`src/rtl/xm23_pkg.sv`:
```
// Shared definitions for the XM23 interrupt controller: config map, register
// field positions, request encoding and FSM states.
package xm23_pkg;

  localparam logic [3:0] CFG_PEND  = 4'd8;
  localparam logic [3:0] CFG_SWSET = 4'd9;

  localparam int CTRL_EN_BIT  = 7;
  localparam int CTRL_PRI_MSB = 2;
  localparam int CTRL_PRI_LSB = 0;

  localparam int REQ_VALID_BIT = 7;
  localparam int REQ_PRI_MSB   = 6;
  localparam int REQ_PRI_LSB   = 4;
  localparam int REQ_VECT_MSB  = 3;
  localparam int REQ_VECT_LSB  = 0;

  typedef enum logic [1:0] {
    ST_IDLE    = 2'd0,
    ST_PRESENT = 2'd1,
    ST_ACK     = 2'd2
  } pic_state_e;

  // Vector numbers are 4 bits and wrap modulo 16.
  function automatic logic [3:0] vect_of(input int base, input logic [2:0] idx);
    return 4'(base + int'(idx));
  endfunction

  function automatic logic [7:0] make_req(input logic [2:0] pri, input logic [3:0] vect);
    logic [7:0] r;
    r = '0;
    r[REQ_VALID_BIT]             = 1'b1;
    r[REQ_PRI_MSB:REQ_PRI_LSB]   = pri;
    r[REQ_VECT_MSB:REQ_VECT_LSB] = vect;
    return r;
  endfunction

  function automatic logic [7:0] make_ctrl(input logic en, input logic [2:0] pri);
    logic [7:0] r;
    r = '0;
    r[CTRL_EN_BIT]               = en;
    r[CTRL_PRI_MSB:CTRL_PRI_LSB] = pri;
    return r;
  endfunction

endpackage

```
`src/rtl/xm23_pic_if.sv`:
```
// Device-side and CPU-side signals of the interrupt controller; the master is
// the surrounding system (decoder, devices, CPU), the slave is the PIC.
interface xm23_pic_if #(
  parameter int NUM_SRC = 8
);
  logic [NUM_SRC-1:0] irq;
  logic [2:0]         cpu_pri;
  logic               cfg_we;
  logic [3:0]         cfg_addr;
  logic [7:0]         cfg_wdata;
  logic [7:0]         cfg_rdata;
  logic [7:0]         pic_req;
  logic               pic_read;

  modport master (
    output irq, cpu_pri, cfg_we, cfg_addr, cfg_wdata, pic_read,
    input  cfg_rdata, pic_req
  );

  modport slave (
    input  irq, cpu_pri, cfg_we, cfg_addr, cfg_wdata, pic_read,
    output cfg_rdata, pic_req
  );
endinterface

```
`src/rtl/pic_sync_edge.sv`:
```
// Multi-flop synchronizer for one asynchronous irq pin followed by a
// rising-edge detector on the synchronized value.
module pic_sync_edge #(
  parameter int SYNC_STAGES = 2
) (
  input  logic clk,
  input  logic rst_n,
  input  logic d,
  output logic rise
);

  logic [SYNC_STAGES-1:0] sync_q;
  logic                   hist_q;

  // NOTE: sequential state uses non-blocking assignments so every flop samples
  // the pre-edge value of its neighbour; blocking here would collapse the chain.
  always_ff @(posedge clk or negedge rst_n) begin
    if (!rst_n) begin
      sync_q <= '0;
      hist_q <= 1'b0;
    end else begin
      sync_q <= {sync_q[SYNC_STAGES-2:0], d};
      hist_q <= sync_q[SYNC_STAGES-1];
    end
  end

  assign rise = sync_q[SYNC_STAGES-1] & ~hist_q;

endmodule

```
`src/rtl/xm23_pic.sv`:
```
// XM23 programmable interrupt controller: latches device edges as pending,
// arbitrates by priority against the CPU priority and presents one request.
module xm23_pic
  import xm23_pkg::*;
#(
  parameter int NUM_SRC     = 8,
  parameter int VECT_BASE   = 8,
  parameter int SYNC_STAGES = 2
) (
  input logic       clk,
  input logic       rst_n,
  xm23_pic_if.slave bus
);

  logic [NUM_SRC-1:0] rise_vec;
  logic [NUM_SRC-1:0] en;
  logic [2:0]         pri [NUM_SRC];
  logic [NUM_SRC-1:0] pending, pending_n;
  logic [NUM_SRC-1:0] elig;
  logic [NUM_SRC-1:0] ctrl_wr, dis_mask, set_mask, clr_mask, retire_mask;
  logic               pend_wr, swset_wr;

  pic_state_e         state_q, state_n;
  logic [2:0]         idx_q, idx_n;
  logic [7:0]         req_q, req_n;
  logic [7:0]         rdata_q, rdata_n;

  logic               any_elig;
  logic [2:0]         win_idx;
  logic [2:0]         win_pri;

  for (genvar g = 0; g < NUM_SRC; g++) begin : g_src
    pic_sync_edge #(.SYNC_STAGES(SYNC_STAGES)) u_sync (
      .clk  (clk),
      .rst_n(rst_n),
      .d    (bus.irq[g]),
      .rise (rise_vec[g])
    );
  end

  // ---------------------------------------------------------------- config decode
  // NOTE: every always_comb output gets a default first, so no path can leave
  // a signal unassigned and infer a latch.
  always_comb begin
    pend_wr  = bus.cfg_we && (bus.cfg_addr == CFG_PEND);
    swset_wr = bus.cfg_we && (bus.cfg_addr == CFG_SWSET);
    ctrl_wr  = '0;
    dis_mask = '0;
    for (int i = 0; i < NUM_SRC; i++) begin
      ctrl_wr[i]  = bus.cfg_we && (bus.cfg_addr == 4'(i));
      dis_mask[i] = ctrl_wr[i] && !bus.cfg_wdata[CTRL_EN_BIT];
    end
  end

  // NOTE: the CTRL array is reset explicitly; it is a handful of flops and
  // software relies on reading zeros after reset.
  always_ff @(posedge clk or negedge rst_n) begin
    if (!rst_n) begin
      en <= '0;
      for (int i = 0; i < NUM_SRC; i++) pri[i] <= '0;
    end else begin
      for (int i = 0; i < NUM_SRC; i++) begin
        if (ctrl_wr[i]) begin
          en[i]  <= bus.cfg_wdata[CTRL_EN_BIT];
          pri[i] <= bus.cfg_wdata[CTRL_PRI_MSB:CTRL_PRI_LSB];
        end
      end
    end
  end

  // ---------------------------------------------------------------- pending
  // A set beats a clear on the same source; disabling beats both.
  always_comb begin
    set_mask  = (rise_vec | (swset_wr ? bus.cfg_wdata[NUM_SRC-1:0] : '0)) & en;
    clr_mask  = (pend_wr ? bus.cfg_wdata[NUM_SRC-1:0] : '0) | retire_mask;
    pending_n = ((pending & ~clr_mask) | set_mask) & ~dis_mask;
  end

  always_ff @(posedge clk or negedge rst_n) begin
    if (!rst_n) pending <= '0;
    else        pending <= pending_n;
  end

  // ---------------------------------------------------------------- arbitration
  always_comb begin
    elig     = '0;
    any_elig = 1'b0;
    win_idx  = '0;
    win_pri  = '0;
    for (int i = 0; i < NUM_SRC; i++) begin
      elig[i] = pending[i] && en[i] && (pri[i] > bus.cpu_pri);
      // Strict compare keeps the lowest index on a priority tie.
      if (elig[i] && (!any_elig || (pri[i] > win_pri))) begin
        any_elig = 1'b1;
        win_idx  = 3'(i);
        win_pri  = pri[i];
      end
    end
  end

  // ---------------------------------------------------------------- FSM
  always_ff @(posedge clk or negedge rst_n) begin
    if (!rst_n) begin
      state_q <= ST_IDLE;
      idx_q   <= '0;
      req_q   <= '0;
    end else begin
      state_q <= state_n;
      idx_q   <= idx_n;
      req_q   <= req_n;
    end
  end

  always_comb begin
    state_n = state_q;
    unique case (state_q)
      ST_IDLE:    if (any_elig) state_n = ST_PRESENT;
      ST_PRESENT: begin
        if (bus.pic_read)      state_n = ST_ACK;
        else if (!elig[idx_q]) state_n = ST_IDLE;
      end
      ST_ACK:     state_n = ST_IDLE;
      default:    state_n = ST_IDLE;
    endcase
  end

  always_comb begin
    idx_n       = idx_q;
    req_n       = '0;
    retire_mask = '0;
    unique case (state_q)
      ST_IDLE: begin
        if (any_elig) begin
          idx_n = win_idx;
          req_n = make_req(win_pri, vect_of(VECT_BASE, win_idx));
        end
      end
      ST_PRESENT: begin
        // The presented priority stays latched even if CTRL is rewritten.
        if (bus.pic_read)      retire_mask[idx_q] = 1'b1;
        else if (elig[idx_q])  req_n = req_q;
      end
      default: req_n = '0;
    endcase
  end

  // ---------------------------------------------------------------- readback
  always_comb begin
    rdata_n = '0;
    if (int'(bus.cfg_addr) < NUM_SRC)
      rdata_n = make_ctrl(en[bus.cfg_addr[2:0]], pri[bus.cfg_addr[2:0]]);
    else if (bus.cfg_addr == CFG_PEND)
      rdata_n = 8'(pending);
  end

  always_ff @(posedge clk or negedge rst_n) begin
    if (!rst_n) rdata_q <= '0;
    else        rdata_q <= rdata_n;
  end

  assign bus.pic_req   = req_q;
  assign bus.cfg_rdata = rdata_q;

endmodule

```
`src/flat_wrapper.sv`:
```
// flat-port wrapper written by rule: the top's interface ports become plain ports
module xm23_pic_flat import xm23_pkg::*;
#(
  parameter int NUM_SRC     = 8,
  parameter int VECT_BASE   = 8,
  parameter int SYNC_STAGES = 2
)
  (clk, rst_n, bus_irq, bus_cpu_pri, bus_cfg_we, bus_cfg_addr, bus_cfg_wdata, bus_pic_read, bus_cfg_rdata, bus_pic_req);
  xm23_pic_if #(.NUM_SRC(NUM_SRC)) bus_i ();
  input logic clk;
  input logic rst_n;
  input wire logic [$bits(bus_i.irq)-1:0] bus_irq;
  input wire logic [$bits(bus_i.cpu_pri)-1:0] bus_cpu_pri;
  input wire logic [$bits(bus_i.cfg_we)-1:0] bus_cfg_we;
  input wire logic [$bits(bus_i.cfg_addr)-1:0] bus_cfg_addr;
  input wire logic [$bits(bus_i.cfg_wdata)-1:0] bus_cfg_wdata;
  input wire logic [$bits(bus_i.pic_read)-1:0] bus_pic_read;
  output wire logic [$bits(bus_i.cfg_rdata)-1:0] bus_cfg_rdata;
  output wire logic [$bits(bus_i.pic_req)-1:0] bus_pic_req;
  assign bus_i.irq = bus_irq;
  assign bus_i.cpu_pri = bus_cpu_pri;
  assign bus_i.cfg_we = bus_cfg_we;
  assign bus_i.cfg_addr = bus_cfg_addr;
  assign bus_i.cfg_wdata = bus_cfg_wdata;
  assign bus_i.pic_read = bus_pic_read;
  assign bus_cfg_rdata = bus_i.cfg_rdata;
  assign bus_pic_req = bus_i.pic_req;
  xm23_pic #(.NUM_SRC(NUM_SRC), .VECT_BASE(VECT_BASE), .SYNC_STAGES(SYNC_STAGES)) u_core (.clk(clk), .rst_n(rst_n), .bus(bus_i));
endmodule
```
`config.mk`:
```
export PLATFORM = sky130hd
export DESIGN_NAME = xm23_pic_flat
export DESIGN_NICKNAME = d
export VERILOG_FILES = /design/src/rtl/xm23_pkg.sv /design/src/rtl/xm23_pic_if.sv /design/src/rtl/pic_sync_edge.sv /design/src/rtl/xm23_pic.sv /design/src/flat_wrapper.sv
export SDC_FILE = /design/constraint.sdc
export NUM_CORES = 1
export LEC_CHECK = 0
export CAP_MARGIN = 20
export CORE_ASPECT_RATIO = 1.75
export CORE_UTILIZATION = 53
export DETAILED_ROUTE_END_ITERATION = 7
export PLACE_DENSITY = 0.84
export SLEW_MARGIN = 40
export SYNTH_ARGS = -nofsm -noshare
export SYNTH_HDL_FRONTEND = slang
export SYNTH_SLANG_ARGS = --single-unit
```
`constraint.sdc`:
```
create_clock -name clk -period 10.16 [get_ports clk]
set_clock_uncertainty 0.1 [all_clocks]
set_input_delay 1.016 -clock clk [delete_from_list [all_inputs] [get_ports clk]]
set_output_delay 1.016 -clock clk [all_outputs]
set_load 0.02 [all_outputs]
```
==> Implementation_results.wiki, run 1 <==
{| class="wikitable"
! Metric !! Value
|-
| Layout overhead on the synthesized area || 35.62%
|-
| Share of post-route cells with drive strength above 1 || 33.50%
|-
| Count of boundary I/O pins || 43
|-
| Post-synthesis instance area || 4995 sq um
|-
| Global placement routability congestion || 0.8957
|-
| Antenna violations before repair || 0
|-
| Row count || 46
|-
| FF-to-FF Start || u_core.pri[21]$_DFFE_PN0P_
|-
| Startpoint of the lowest-slack hold path || u_core.g_src[0].u_sync.sync_q[0]$_DFF_PN0_
|-
| Count of cells along the worst register-to-register path || 57
|-
| Clock-pin slew of the registers on the worst-case setup and hold paths || 0.06 ns
|-
| Core area || 9094 sq um
|-
| Actual slew at the worst max-slew pin || 0.7432 ns
|-
| Total negative slack || -3.392 ns
|-
| Routed length per placed instance || 21.86 microns
|-
| Status || finished, violations left
|-
| Via count normalized by instance count || 6.532
|-
| Total Nets Final || 658
|-
| Most repeated library cell on the critical path || o21a_1
|-
| Sequential fraction of design power || 31.7%
|-
| Number of inserted diodes || 0
|-
| Predominant post-synthesis flop cell || dfrtp_1
|-
| H-tree depth reported by CTS || 3
|-
| Net load switching power || 597.6 uW
|-
| First-pass GRT wire length || 23.52 mm
|-
| Minimum period implied by the final worst setup slack || 10.59 ns
|-
| Worst slew margin relative to its limit || 50.27%
|-
| Cell area after placement || 5903 sq um
|-
| Max-Cap Viols || 0
|-
| Capturing point of the worst reg2reg path || u_core.bus.pic_req[4]$_DFFE_PN0P_
|-
| Area of the multi-input gates || 3053 sq um
|-
| Total power divided by cell area || 232.9 nW/um^2
|-
| Cell-internal power || 979.7 uW
|-
| Max-slew violation total from the final report || 0
|-
| Via count of the first global-routing pass || 4,765
|-
| Worst Path Buf+Inv || 6
|-
| Clock network power share || 20.5%
|-
| Setup ws final || -0.4311 ns
|-
| Worst ir drop on vdd || 0.1897 mV
|-
| Total of hold buffers inserted after clock tree synthesis || 0
|-
| CTS tree || done
|-
| Main area contributors after synthesis || dfrtp_1 (42%), ha_1 (11%), mux2_2 (5.0%), mux4_2 (4.5%), o21ai_0 (3.4%)
|-
| Biggest fanout along the worst timing path || 5
|-
| Detailed Route Iter0 Violations || 290
|-
| Part of the power in combinational logic || 47.7%
|-
| Ratio of final minimum period to clock period || 104.2%
|-
| Worst reg2reg setup slack || -0.14 ns
|-
| Synth Instances || 466
|-
| Depth of the worst hold-timing path || 0
|-
| Number of enable flip-flop cells after synthesis || 0
|-
| Fraction of power spent switching nets || 37.89%
|-
| Worst Setup Start Kind || input pin
|-
| Clock insertion delay at the later pin of the skew report || 0.34 ns
|-
| HPWL after detailed placement || 10.21 mm
|-
| Cell taking the most area after synthesis || dfrtp_1
|-
| DP Worst Slack || -0.9229 ns
|-
| Critical setup path kind || input pin to flip-flop
|-
| Failing checks || negative setup slack
|-
| Post-Layout Inst Area || 6774 sq um
|-
| Critical path's largest stage delay || 0.38 ns
|-
| DRC viols || 0
|-
| Layout fillers || 617
|-
| Maximum number of pins on one net before global-route repair || 85
|-
| Detail Route Antenna Nets || 0
|-
| Total setup violations reported at the end of the flow || 9
|-
| Critical path endpoint category || flip-flop
|-
| Number of distinct library cell variants in the gate-level netlist after synthesis || 59
|-
| Die Area || 9832 sq um
|-
| Total routing usage reported by global routing || 32.86%
|-
| Sequential share of the synthesized area || 42.08%
|-
| Area share of the largest cell type after synthesis || 42.08%
|-
| Width of the die || 75.39 microns
|-
| Critical path required time || 10.29 ns
|-
| Hold WS || 0.2483 ns
|-
| DIE HEIGHT || 130.4 microns
|-
| Final Hold Viols || 0
|-
| Total of buffers placed on input and output ports || 42
|-
| Seq. cell area || 2102 sq um
|-
| Cell count along the critical path || 58
|-
| Initial Utilization || 54.93%
|-
| Hold EP || u_core.g_src[0].u_sync.sync_q[1]$_DFF_PN0_
|-
| Total clock sinks || 84
|-
| Via Count || 4,644
|-
| Type of the tightest min-delay check || flip-flop to flip-flop
|-
| Async S/R FF share, synth || 100.0%
|-
| Root Buffer Master || clkbuf_16
|-
| First-pass detailed-route iteration total || 5
|-
| Maximum clock insertion buffer count || 2
|-
| TritonCTS Buffers || 9
|-
| Slowest-stage cell, CP || o311a_4
|-
| Dominant delay contributor by cell family on the critical path || compound AO/OA/AOI/OAI gates
|-
| Number of nets in the synthesized netlist || 538
|-
| Data arrival time at the worst-slack endpoint || 10.72 ns
|-
| GRT overflow || 0
|-
| Setup repair after global routing missed its margin || yes
|-
| Avg Cell Area, Syn || 10.72 sq um
|-
| Highest attainable clock frequency || 94.42 MHz
|-
| Count of synthesis-stage warnings from yosys || 0
|-
| Static leakage power || 0.003012 uW
|-
| Number of flip-flops and latches in the synthesized netlist || 84
|-
| Utilization after layout || 74.49%
|-
| Final routed wirelength across all metal layers || 15.55 mm
|}
==> what timing repair did <==
| action | CTS | global route |
|---|---|---|
| setup buffers | 27 | 9 |
| pin swaps | 30 | 41 |
| setup endpoints to repair | 9 | 9 |
| resized for setup | 22 | 42 |
==> Yosys cell counts (2+ instances only) <==
library cell / instances
o211ai_1: 3
a32oi_1: 7
bufbuf_8: 2
o21a_1: 12
nand3b_1: 2
dfrtp_1: 84
o2111ai_1: 4
buf_4: 2
a22oi_1: 15
inv_1: 25
o21ai_1: 2
nor3b_1: 4
ha_1: 45
o21ai_0: 34
o2bb2ai_1: 2
nand2_1: 38
o211a_1: 2
a21o_1: 4
clkbuf_1: 15
nor2_1: 20
a22o_1: 4
mux2_2: 22
mux4_2: 10
or3_1: 4
a31oi_1: 8
and2_1: 8
o32ai_1: 2
nand3_1: 15
nor2b_1: 18
nor3_1: 6
o31ai_1: 3
mux2i_1: 4
o311a_1: 3
a21oi_1: 12
==> worst max path at each step <==
stage,from,endpoint
2_1_floorplan,bus_cpu_pri[1],u_core.bus.pic_req[4]$_DFFE_PN0P_
3_3_place_gp,bus_cpu_pri[1],u_core.bus.pic_req[4]$_DFFE_PN0P_
3_5_place_dp,bus_cpu_pri[1],u_core.bus.pic_req[4]$_DFFE_PN0P_
4_1_cts,bus_cpu_pri[1],u_core.bus.pic_req[4]$_DFFE_PN0P_
5_1_grt,bus_cpu_pri[1],u_core.bus.pic_req[4]$_DFFE_PN0P_
6_report,bus_cpu_pri[1],u_core.bus.pic_req[4]$_DFFE_PN0P_
==> metrics by stage <==
| stage | std cells | total power, uW |
|---|---|---|
| floorplan | 466 | 838.2 |
| global placement | 659 | 1023 |
| detailed placement | 659 | 1056 |
| CTS | 702 | 1452 |
| global route | 711 | 1657 |
| finish | 711 | 1577 |
==> area by class of cell <==
type	instances	area share, %
Multi-Input combinational cell	337	45.07
Sequential cell	84	31.03
Timing Repair Buffer	128	15.87
Clock buffer	11	3.436
Tap cell	120	2.216
Inverter	26	1.496
Clock inverter	5	0.8866
==> layout by cell type, fill, tap and decap left out, types with 5 or more instances in the layout <==
cell type / count
a32oi_1: 6
o21ai_2: 6
a22oi_1: 15
nor2b_1: 13
o21ai_0: 25
o21a_1: 12
nand2_1: 35
inv_1: 23
nor2_1: 18
ha_2: 5
mux4_2: 10
a31oi_1: 6
nand3_2: 5
clkdlybuf4s50_1: 37
mux2_2: 22
buf_4: 83
nand3_1: 9
dfrtp_1: 84
ha_4: 5
ha_1: 35
clkbuf_16: 9
nor3_1: 5
a21oi_1: 9
and2_1: 7
==> logic make-up (layout without fill, tap and decap cells) <==
family,count (synthesis),after routing,share of synthesized area (%)
adders and majority gates,45,45,11.27
buffers and inverters,45,170,4.133
DFF,84,84,42.08
AOI/OAI and AO/OA,131,131,19.09
and+or+nand+nor,125,125,13.15
muxes,36,36,10.27
==> power groups by stage <==
stage	combinational [uW]	sequential (uW)	clock, uW
2_1_floorplan	370	468	0
3_3_place_gp	533	490	0
3_5_place_dp	562	494	0
4_1_cts	634	491	326
5_1_grt	813	504	340
6_report	753	501	324
==> routing by layer <==
metal	routed length, microns	GRT usage, %	up-vias
met5	0	0	-
met3	952	7.362	110
li1	-	-	1991
met2	8166	56.41	269
met1	5228	34.24	2274
met4	1199	23.75	0
==> sequential cells by signal (all words and copies together) (netlist names) <==
name / count
u_core.en: 8
u_core.idx_q: 3
u_core.bus.cfg_rdata: 8
u_core.bus.pic_req: 7
u_core.g_src.u_sync.hist_q: 8
u_core.pending: 8
u_core.pri: 24
u_core.g_src.u_sync.sync_q: 16
u_core.state_q: 2
(Power assumes the default switching activity.)
==> run 2: changes to the inputs <==
--- a/config.mk
+++ b/config.mk
@@ -9,6 +9,7 @@
 export CORE_ASPECT_RATIO = 1.75
 export CORE_UTILIZATION = 53
 export DETAILED_ROUTE_END_ITERATION = 7
+export MAX_ROUTING_LAYER = met4
 export PLACE_DENSITY = 0.84
 export SLEW_MARGIN = 40
 export SYNTH_ARGS = -nofsm -noshare
==> Implementation_results.wiki, run 2 (same netlist as run 1, synthesis figures left out) <==
{| class="wikitable"
! Metric !! Value
|-
| Status || complete, no violations
|-
| Largest registers || u_core.pri: 24 flops, u_core.g_src.u_sync.sync_q: 16 flops
|-
| Total of buffers placed on input and output ports || 42
|-
| Total Nets Final || 647
|-
| Row count || 46
|-
| Cells after DPL || 660
|-
| Most repeated library cell on the critical path || o21a_1
|-
| Maximum number of pins on one net before global-route repair || 85
|-
| CTS tree || done
|-
| Static leakage power || 0.002939 uW
|-
| Total power divided by cell area || 226.4 nW/um^2
|-
| Capturing point of the worst reg2reg path || u_core.bus.pic_req[4]$_DFFE_PN0P_
|-
| Via Count || 4,463
|-
| Minimum period implied by the final worst setup slack || 10.03 ns
|-
| Count of boundary I/O pins || 43
|-
| Critical path endpoint category || flip-flop
|-
| Worst Setup Start Kind || input pin
|-
| Layout fillers || 645
|-
| TritonCTS Buffers || 9
|-
| Data arrival time at the worst-slack endpoint || 10.16 ns
|-
| Critical setup path kind || input pin to flip-flop
|-
| Total negative slack || 0 ns
|-
| Die Area || 9832 sq um
|-
| Highest attainable clock frequency || 99.74 MHz
|-
| Via count of the first global-routing pass || 4,584
|-
| Actual slew at the worst max-slew pin || 0.7481 ns
|-
| Cell Count, Final, Fillers Out || 700
|-
| Clock insertion delay at the later pin of the skew report || 0.35 ns
|-
| Type of the tightest min-delay check || flip-flop to flip-flop
|-
| Final Hold Viols || 0
|-
| Initial Utilization || 54.93%
|-
| Total routing usage reported by global routing || 32.63%
|-
| Ratio of final minimum period to clock period || 98.68%
|-
| Clock-pin slew of the registers on the worst-case setup and hold paths || 0.06 ns
|-
| DIE HEIGHT || 130.4 microns
|-
| H-tree depth reported by CTS || 3
|-
| Detail Route Antenna Nets || 0
|-
| FF-to-FF Start || u_core.pri[21]$_DFFE_PN0P_
|-
| First-pass detailed-route iteration total || 5
|-
| Layout overhead on the synthesized area || 32.84%
|-
| Max-slew violation total from the final report || 0
|-
| Worst reg2reg setup slack || 0.41 ns
|-
| Total of hold buffers inserted after clock tree synthesis || 0
|-
| Hold EP || u_core.g_src[1].u_sync.sync_q[1]$_DFF_PN0_
|-
| Flip-flop count of the largest register, all copies and words added || 24
|-
| Max-Cap Viols || 0
|-
| Worst slew margin relative to its limit || 50.02%
|-
| Count of cells along the worst register-to-register path || 53
|-
| Most flop-heavy register || u_core.pri
|-
| Global placement routability congestion || 0.9105
|-
| Worst ir drop on vdd || 0.1753 mV
|-
| Final routed wirelength across all metal layers || 14.66 mm
|-
| Setup repair after global routing missed its margin || yes
|-
| Highest-count cells in the layout ignoring fill and taps || dfrtp_1 (84), buf_4 (71), clkdlybuf4s50_1 (37)
|-
| Most common cell after layout, fill and taps aside || dfrtp_1
|-
| Startpoint of the lowest-slack hold path || u_core.g_src[1].u_sync.sync_q[0]$_DFF_PN0_
|-
| Total setup violations reported at the end of the flow || 0
|-
| First-pass GRT wire length || 22.79 mm
|-
| Critical path required time || 10.29 ns
|-
| Maximum clock insertion buffer count || 2
|-
| Root Buffer Master || clkbuf_16
|-
| Critical path's largest stage delay || 0.33 ns
|-
| Antenna violations before repair || 0
|-
| Number of inserted diodes || 0
|-
| Total clock sinks || 84
|-
| Width of the die || 75.39 microns
|-
| DRC viols || 0
|-
| Core area || 9094 sq um
|-
| Hold WS || 0.2467 ns
|-
| GRT overflow || 0
|-
| Routed length per placed instance || 20.94 microns
|-
| Biggest fanout along the worst timing path || 5
|-
| Share of post-route cells with drive strength above 1 || 30.69%
|-
| Via count normalized by instance count || 6.376
|-
| Slowest-stage cell, CP || o311a_4
|-
| Depth of the worst hold-timing path || 0
|-
| Detailed Route Iter0 Violations || 366
|-
| HPWL after detailed placement || 10.22 mm
|}
[run 2: per-layer routing]
metal,part of all wire (%),global-route usage (%),routed length (microns)
met1,34,34.69,4969
met2,54,54.10,7915
met3,5.1,4.831,750
met4,7.0,23.20,1024
met5,0,-,0
[run 2: metrics by stage]
stage | instance area (sq um) | util [%] | total power, uW | setup slack (ns)
2_1_floorplan | 5076 | - | 838.2 | -0.1674
3_3_place_gp | 5898 | 64.86 | 1025 | -0.6017
3_5_place_dp | 5911 | 65.00 | 1059 | -0.9198
4_1_cts | 6399 | 70.36 | 1424 | 0.003290
5_1_grt | 6635 | 72.96 | 1580 | -0.3682
6_report | 6635 | 72.96 | 1502 | 0.1342
[run 2: report_power, final]
part | leakage (uW) | internal, uW | switching [uW]
combinational | 0.00176 | 350 | 331
sequential | 0.00103 | 402 | 95.2
clock | 0.000148 | 182 | 141
total | 0.00294 | 935 | 567
[run 2: what timing repair did]
| item | CTS | global route |
|---|---|---|
| setup endpoints to repair | 9 | 9 |
| buffers inserted | 18 | 6 |
| pin swaps | 25 | 12 |
| gates resized for setup | 10 | 38 |
[run 2: worst max-delay path by stage]
stage                               from                                 to  slack [ns]  cells past startpoint
final                     bus_cpu_pri[1]  u_core.bus.pic_req[4]$_DFFE_PN0P_        0.13                     57
after floorplan           bus_cpu_pri[1]  u_core.bus.pic_req[4]$_DFFE_PN0P_       -0.17                     57
after detailed placement  bus_cpu_pri[1]  u_core.bus.pic_req[4]$_DFFE_PN0P_       -0.92                     56
after CTS                 bus_cpu_pri[2]  u_core.bus.pic_req[4]$_DFFE_PN0P_       0.003                     58
after global placement    bus_cpu_pri[1]  u_core.bus.pic_req[4]$_DFFE_PN0P_       -0.60                     55
after global routing      bus_cpu_pri[1]  u_core.bus.pic_req[4]$_DFFE_PN0P_       -0.37                     57
[run 2: worst max-delay path, delay by kind of cell]
family | cells | cell delay, ns
AO/OA/AOI/OAI | 34 | 5.30
adder cells (fa/ha/maj) | 8 | 2.14
AND/OR/NAND/NOR | 12 | 1.38
buffers and inverters | 3 | 0.28
[run 2: layout make-up]
cell class                 instances  area, sq um  area share, %
clock buffer                      11        252.7          3.809
multi-input combinational        337         2982          44.94
tap                              120        150.1          2.263
sequential                        84         2102          31.68
inverter                          26        101.3          1.527
timing repair buffer             117         1005          15.14
clock inverter                     5        42.54         0.6411
